File: src/rtl/note_player.sv
// note_player -- UART-fed note sequencer driving a square-wave buzzer.
//
// Received bytes are queued in a small FIFO. Each byte is one note:
//   [3:0] note (0 = rest, 1..7 = C..B)
//   [5:4] octave (0 = low, 1 = mid, 2 = high)
//   [7:6] duration code d, lasting (1 << d) * BEAT_TICKS cycles.
// Byte 0xFF flushes the queue and silences the output at once. Bytes with
// note 8..15 or octave 3 are discarded.
//
// Optional feature: define NOTE_PLAYER_GAP_EN to insert GAP_TICKS silent
// cycles after every note.
//
// Ports:
//   clk       in   sole clock, rising edge
//   rst_n     in   asynchronous active-low reset, release synchronised inside
//   rx_ack    in   one-cycle strobe, bdata holds a valid byte
//   bdata     in   received byte
//   buzzer    out  square-wave tone
//   playing   out  high while a note (or rest) is being played
//   cur_note  out  note index being played, 0 otherwise
//   fifo_cnt  out  queue occupancy
//   fifo_full out  queue holds FIFO_DEPTH bytes
//   overflow  out  sticky: a valid byte was dropped on a full queue
module note_player #(
    parameter int FIFO_DEPTH     = 8,
    parameter int BEAT_TICKS     = 12500000,
    parameter int TONE_DIV_SHIFT = 0,
    parameter int GAP_TICKS      = 1250000
) (
    input  logic                        clk,
    input  logic                        rst_n,
    input  logic                        rx_ack,
    input  logic [7:0]                  bdata,
    output logic                        buzzer,
    output logic                        playing,
    output logic [3:0]                  cur_note,
    output logic [$clog2(FIFO_DEPTH):0] fifo_cnt,
    output logic                        fifo_full,
    output logic                        overflow
);

    localparam int AW = $clog2(FIFO_DEPTH);
    // One tick counter times both the note and the silent gap.
    localparam int CNT_MAX = (8 * BEAT_TICKS > GAP_TICKS) ? 8 * BEAT_TICKS : GAP_TICKS;
    localparam int CNT_W   = $clog2(CNT_MAX + 1);
    localparam logic [AW:0] DEPTH_V = AW'(0) + (AW + 1)'(FIFO_DEPTH);
    localparam logic [AW:0] CNT_ONE = (AW + 1)'(1);

`ifdef NOTE_PLAYER_GAP_EN
    typedef enum logic [1:0] {S_IDLE, S_LOAD, S_PLAY, S_GAP} state_t;
`else
    typedef enum logic [1:0] {S_IDLE, S_LOAD, S_PLAY} state_t;
`endif

    // Tone half-period in clk cycles for a note/octave pair.
    function automatic logic [20:0] half_period(input logic [3:0] note, input logic [1:0] oct);
        logic [20:0] mid;
        logic [20:0] scaled;
        case (note)
            4'd1:    mid = 21'd191110;
            4'd2:    mid = 21'd170265;
            4'd3:    mid = 21'd151685;
            4'd4:    mid = 21'd143172;
            4'd5:    mid = 21'd127551;
            4'd6:    mid = 21'd113636;
            4'd7:    mid = 21'd101239;
            default: mid = 21'd0;
        endcase
        case (oct)
            2'd0:    scaled = mid << 1;
            2'd2:    scaled = mid >> 1;
            default: scaled = mid;
        endcase
        return scaled >> TONE_DIV_SHIFT;
    endfunction

    // Note length in clk cycles for duration code d.
    function automatic logic [CNT_W-1:0] note_ticks(input logic [1:0] d);
        return CNT_W'(BEAT_TICKS) << d;
    endfunction

    state_t             state;
    logic               rst_sync_p0;
    logic               rst_sync_p1;
    logic               run;
    logic               flush;
    logic               byte_ok;
    logic               push;
    logic               pop;
    logic [7:0]         mem [FIFO_DEPTH];
    logic [AW-1:0]      wr_ptr;
    logic [AW-1:0]      rd_ptr;
    logic [7:0]         head;
    logic [20:0]        half_r;
    logic [CNT_W-1:0]   dur_r;
    logic [3:0]         note_r;
    logic [CNT_W-1:0]   tick_cnt;
    logic [20:0]        hp_cnt;

    // Reset release synchroniser: nothing acts until two edges after rst_n rises.
    always_ff @(posedge clk or negedge rst_n) begin
        if (!rst_n) begin
            rst_sync_p0 <= 1'b0;
            rst_sync_p1 <= 1'b0;
        end else begin
            rst_sync_p0 <= 1'b1;
            rst_sync_p1 <= rst_sync_p0;
        end
    end

    assign run       = rst_sync_p1;
    assign flush     = run & rx_ack & (bdata == 8'hFF);
    assign byte_ok   = run & rx_ack & ~flush & ~bdata[3] & (bdata[5:4] != 2'd3);
    assign fifo_full = (fifo_cnt == DEPTH_V);
    assign push      = byte_ok & ~fifo_full;
    assign pop       = (state == S_LOAD) & ~flush;
    assign head      = mem[rd_ptr];

    // Queue storage
    always_ff @(posedge clk) begin
        if (push) begin
            mem[wr_ptr] <= bdata;
        end
    end

    // Queue control; a full queue drops the byte even if LOAD pops this cycle.
    always_ff @(posedge clk or negedge rst_n) begin
        if (!rst_n) begin
            wr_ptr   <= '0;
            rd_ptr   <= '0;
            fifo_cnt <= '0;
            overflow <= 1'b0;
        end else if (flush) begin
            wr_ptr   <= '0;
            rd_ptr   <= '0;
            fifo_cnt <= '0;
        end else begin
            if (push) begin
                wr_ptr <= wr_ptr + 1'b1;
            end
            if (pop) begin
                rd_ptr <= rd_ptr + 1'b1;
            end
            case ({push, pop})
                2'b10:   fifo_cnt <= fifo_cnt + CNT_ONE;
                2'b01:   fifo_cnt <= fifo_cnt - CNT_ONE;
                default: fifo_cnt <= fifo_cnt;
            endcase
            if (byte_ok && fifo_full) begin
                overflow <= 1'b1;
            end
        end
    end

    // Note parameters captured from the queue head during LOAD
    always_ff @(posedge clk) begin
        if (state == S_LOAD) begin
            half_r <= half_period(head[3:0], head[5:4]);
            dur_r  <= note_ticks(head[7:6]);
            note_r <= head[3:0];
        end
    end

    // Sequencer
    always_ff @(posedge clk or negedge rst_n) begin
        if (!rst_n) begin
            state    <= S_IDLE;
            buzzer   <= 1'b0;
            tick_cnt <= '0;
            hp_cnt   <= '0;
        end else if (flush) begin
            state    <= S_IDLE;
            buzzer   <= 1'b0;
            tick_cnt <= '0;
        end else begin
            case (state)
                S_IDLE: begin
                    if (fifo_cnt != '0) begin
                        state <= S_LOAD;
                    end
                end
                S_LOAD: begin
                    state    <= S_PLAY;
                    buzzer   <= 1'b0;
                    tick_cnt <= '0;
                    hp_cnt   <= '0;
                end
                S_PLAY: begin
                    if (tick_cnt == dur_r - CNT_W'(1)) begin
                        buzzer   <= 1'b0;
                        tick_cnt <= '0;
`ifdef NOTE_PLAYER_GAP_EN
                        state    <= S_GAP;
`else
                        state    <= (fifo_cnt != '0) ? S_LOAD : S_IDLE;
`endif
                    end else begin
                        tick_cnt <= tick_cnt + CNT_W'(1);
                        // Rests keep the buzzer low; a half-period of 0 or 1 toggles every cycle.
                        if (note_r != 4'd0) begin
                            if (hp_cnt + 21'd1 >= half_r) begin
                                buzzer <= ~buzzer;
                                hp_cnt <= '0;
                            end else begin
                                hp_cnt <= hp_cnt + 21'd1;
                            end
                        end
                    end
                end
`ifdef NOTE_PLAYER_GAP_EN
                S_GAP: begin
                    if (tick_cnt == CNT_W'(GAP_TICKS - 1)) begin
                        tick_cnt <= '0;
                        state    <= (fifo_cnt != '0) ? S_LOAD : S_IDLE;
                    end else begin
                        tick_cnt <= tick_cnt + CNT_W'(1);
                    end
                end
`endif
                default: state <= S_IDLE;
            endcase
        end
    end

    assign playing  = (state == S_PLAY);
    assign cur_note = playing ? note_r : 4'd0;

endmodule
File: config.mk
export PLATFORM = sky130hd
export DESIGN_NAME = note_player
export DESIGN_NICKNAME = d
export VERILOG_FILES = /design/src/rtl/note_player.sv
export SDC_FILE = /design/constraint.sdc
export NUM_CORES = 1
export LEC_CHECK = 0
export ABC_AREA = 0
export CAP_MARGIN = 20
export CELL_PAD_IN_SITES_DETAIL_PLACEMENT = 0
export CELL_PAD_IN_SITES_GLOBAL_PLACEMENT = 2
export CORE_ASPECT_RATIO = 2
export CORE_UTILIZATION = 30
export DETAILED_ROUTE_END_ITERATION = 8
export PLACE_DENSITY_LB_ADDON = 0.1
export SYNTH_ARGS = -nofsm -noshare
export SYNTH_HDL_FRONTEND = slang
export SYNTH_SLANG_ARGS = --single-unit
File: constraint.sdc
create_clock -name clk -period 4.05 [get_ports clk]
set_input_delay 0.81 -clock clk [delete_from_list [all_inputs] [get_ports clk]]
set_output_delay 0.81 -clock clk [all_outputs]
set_load 0.02 [all_outputs]
==> impl_metrics.tcl <==
set metrics [dict create \
    via_per_inst 5.132 \
    wl_um 22590 \
    hpwl_um 16970 \
    path_class "reg2reg" \
    worst_slack_ps 210.0 \
    syn_area_um2 8658 \
    start_util_pct 30.59 \
    crit_fanout 6 \
    grt_pass1_wl_um 35650 \
    numCtsBuffers 17 \
    grt_pass1_vias 6288 \
    irDropWorstVdd_mv 0.3123 \
    die_y_um 242.3 \
    setup_viol 0 \
    pwr-share-seq_pct 47.5 \
    post-cts-setup-buffer-count 0 \
    port_buffers 22 \
    swShare_pct 27.10 \
    fin_crit_ps 3840 \
    power_frac_comb_pct 16.2 \
    cts_tree "done" \
    drv_slew 0 \
    period_share_pct 94.81 \
    endpoint_kind "flip-flop" \
    cts_root_buffer "clkbuf_16" \
    die_w_um 122.1 \
    grt.overflow.total 0 \
    rsz0062_at_grt "false" \
    insertion_delay_ps 440 \
    power.switching_mw 1.143 \
    cts.clk_slew.worst_paths_ps 60 \
    grtUsageTotal_pct 16.30 \
    worstPathArrival_ps 4220 \
    synth_edf_count 98 \
    synth_cell_type_count 76 \
    syn_avg_cell_area_um2 11.10 \
    holdCritPathClass "reg2reg" \
    antenna_found_initial 0 \
    clock-sinks 162 \
    whs_ps 362.8 \
    start_kind "flip-flop" \
    wl_per_cell_um 18.88 \
    ctsResizeCount 1 \
    postLayoutCoreUtil_pct 35.56 \
    p_per_area_nw_per_um2 419.2 \
    ys_seq_area_share_pct 52.49 \
    coreArea_um2 28300 \
    antenna_left 0 \
    first_pass_iters 5 \
    hold_buffers 0 \
    place_ws_ps -21.06 \
    power_mw 4.218 \
    status "completed" \
    io-pin-count 23 \
    row_count 87 \
    final_cells 1197 \
    synth_nets 823 \
    clockBufferDepth 2 \
    worstPathRequired_ps 4430 \
    power_frac_clock_pct 36.3 \
    synth_ff_type "edfxtp_1" \
    mostFrequentLayoutCell "edfxtp_1" \
    synthCells 780 \
    syn2layout_area_growth_pct 16.23 \
    layout_common_cells "edfxtp_1 (98), nor2_1 (66), dfrtp_1 (64)" \
    drive_gt1_share_pct 14.39 \
    p_int_mw 3.075 \
    leakage_nw 4.041 \
    grt_max_degree 65 \
    fmax_ghz 0.2604 \
    vias 6143 \
    yosysWarningCount 0 \
    tightestPinTransition_ps 1064 \
    maxCapViolations 0 \
    htreeDepth 4 \
    async_flop_share_pct 39.51 \
    fill_cells 2831 \
    diodes 0 \
    drtIter0Drc 427 \
    dieArea_um2 29590 \
    final_nets 872 \
    drc 0 \
    dp.cells 1166 \
    ys_ff_latch 162 \
    gp_congestion 0.7767 \
    seqCellArea_um2 4544 \
    slew_headroom_pct 28.52 \
    skew_ps 8.142 \
    final-hold-violation-count 0 \
    multi_input_area_um2 3770 \
]
## cell families (layout without fill, tap and decap cells)
logic type / after synthesis / count (layout) / synth area share [%]
buf+inv: 85 / 146 / 4.263
mux: 28 / 28 / 5.809
compound gates: 163 / 163 / 12.76
flops: 162 / 162 / 52.49
simple gates: 265 / 265 / 15.48
other cells: 1 / 1 / 0.04331
fa+ha+maj: 32 / 32 / 4.711
xor+xnor: 44 / 44 / 4.451
## registers in the layout, indices dropped and copies added (netlist names)
| name | cells |
|---|---|
| rst_sync_p0 | 1 |
| dur_r | 11 |
| fifo_cnt | 4 |
| hp_cnt | 21 |
| wr_ptr | 3 |
| buzzer | 1 |
| half_r | 19 |
| tick_cnt | 27 |
| state | 2 |
| mem | 64 |
| rd_ptr | 3 |
| rst_sync_p1 | 1 |
| overflow | 1 |
| note_r | 4 |
## synthesized netlist by cell type, types with 13 or more instances
library cell / instances / area [µm²]
edfxtp_1: 98 / 2943
xnor2_1: 24 / 210.2
mux4_2: 16 / 360.4
inv_1: 47 / 176.4
a21oi_1: 35 / 175.2
nor2_1: 66 / 247.7
ha_1: 31 / 387.9
nand3_1: 17 / 85.08
nor3_1: 24 / 120.1
a21o_1: 18 / 135.1
nand4_1: 18 / 112.6
a211oi_1: 13 / 97.59
xor2_1: 20 / 175.2
clkbuf_1: 20 / 75.07
dfrtp_1: 64 / 1602
nand2_1: 61 / 229.0
o21ai_0: 35 / 175.2
## stage by stage
step	TNS [ps]	instance area, µm²
6_report	0	10060
5_1_grt	0	10060
4_1_cts	0	10050
3_5_place_dp	-21.06	9492
3_3_place_gp	0	9492
2_1_floorplan	0	8658
## final timing paths
path                        startpoint     endpoint  slack, ps  cells past startpoint
hold reg to reg            rst_sync_p0  rst_sync_p1        360                      0
hold / removal             rst_sync_p0  rst_sync_p1        360                      0
min in group asynchronous        rst_n    hp_cnt[5]        540                      2
setup reg to reg             hp_cnt[0]    hp_cnt[4]        210                     15
setup / recovery             hp_cnt[0]    hp_cnt[4]        210                     15
max in group asynchronous        rst_n  rst_sync_p1       2830                      2
## layout make-up
| class | count | area share (%) |
|---|---|---|
| well taps | 356 | 4.426 |
| clock inverters | 13 | 1.194 |
| inverters | 49 | 1.828 |
| clock buffers | 18 | 4.265 |
| multi-input cells | 533 | 37.46 |
| flip-flops and latches | 162 | 45.16 |
| repair buffers | 66 | 5.670 |
## critical path, cell delays in order (launching register included)
cell and delay, ps:
dfrtp_1 420, ha_1 220, nand3_1 110, or4_4 480, nor3_2 200, nand3_1 150
xnor2_2 200, ha_1 270, and4_1 180, nand3_1 100, a2111oi_0 70, a21o_1 170
or4_1 600, buf_4 200, o31ai_1 230, o31a_1 160
## per-layer routing
metal / wire (µm) / part of all wire [%] / GRT usage, %
met5: 0 / 0 / 0
met4: 791 / 3.5 / 7.747
met3: 560 / 2.5 / 2.919
met2: 12610 / 56 / 30.34
met1: 8631 / 38 / 17.15
## power groups by stage
stage / clock network, mW / registers [mW] / logic, mW
2_1_floorplan: 0 / 2.02 / 0.448
3_3_place_gp: 0 / 2.03 / 0.674
3_5_place_dp: 0 / 2.04 / 0.691
4_1_cts: 1.59 / 2.00 / 0.693
5_1_grt: 1.64 / 2.03 / 0.766
6_report: 1.53 / 2.00 / 0.683
No activity file was read; power rests on OpenSTA's default activity.
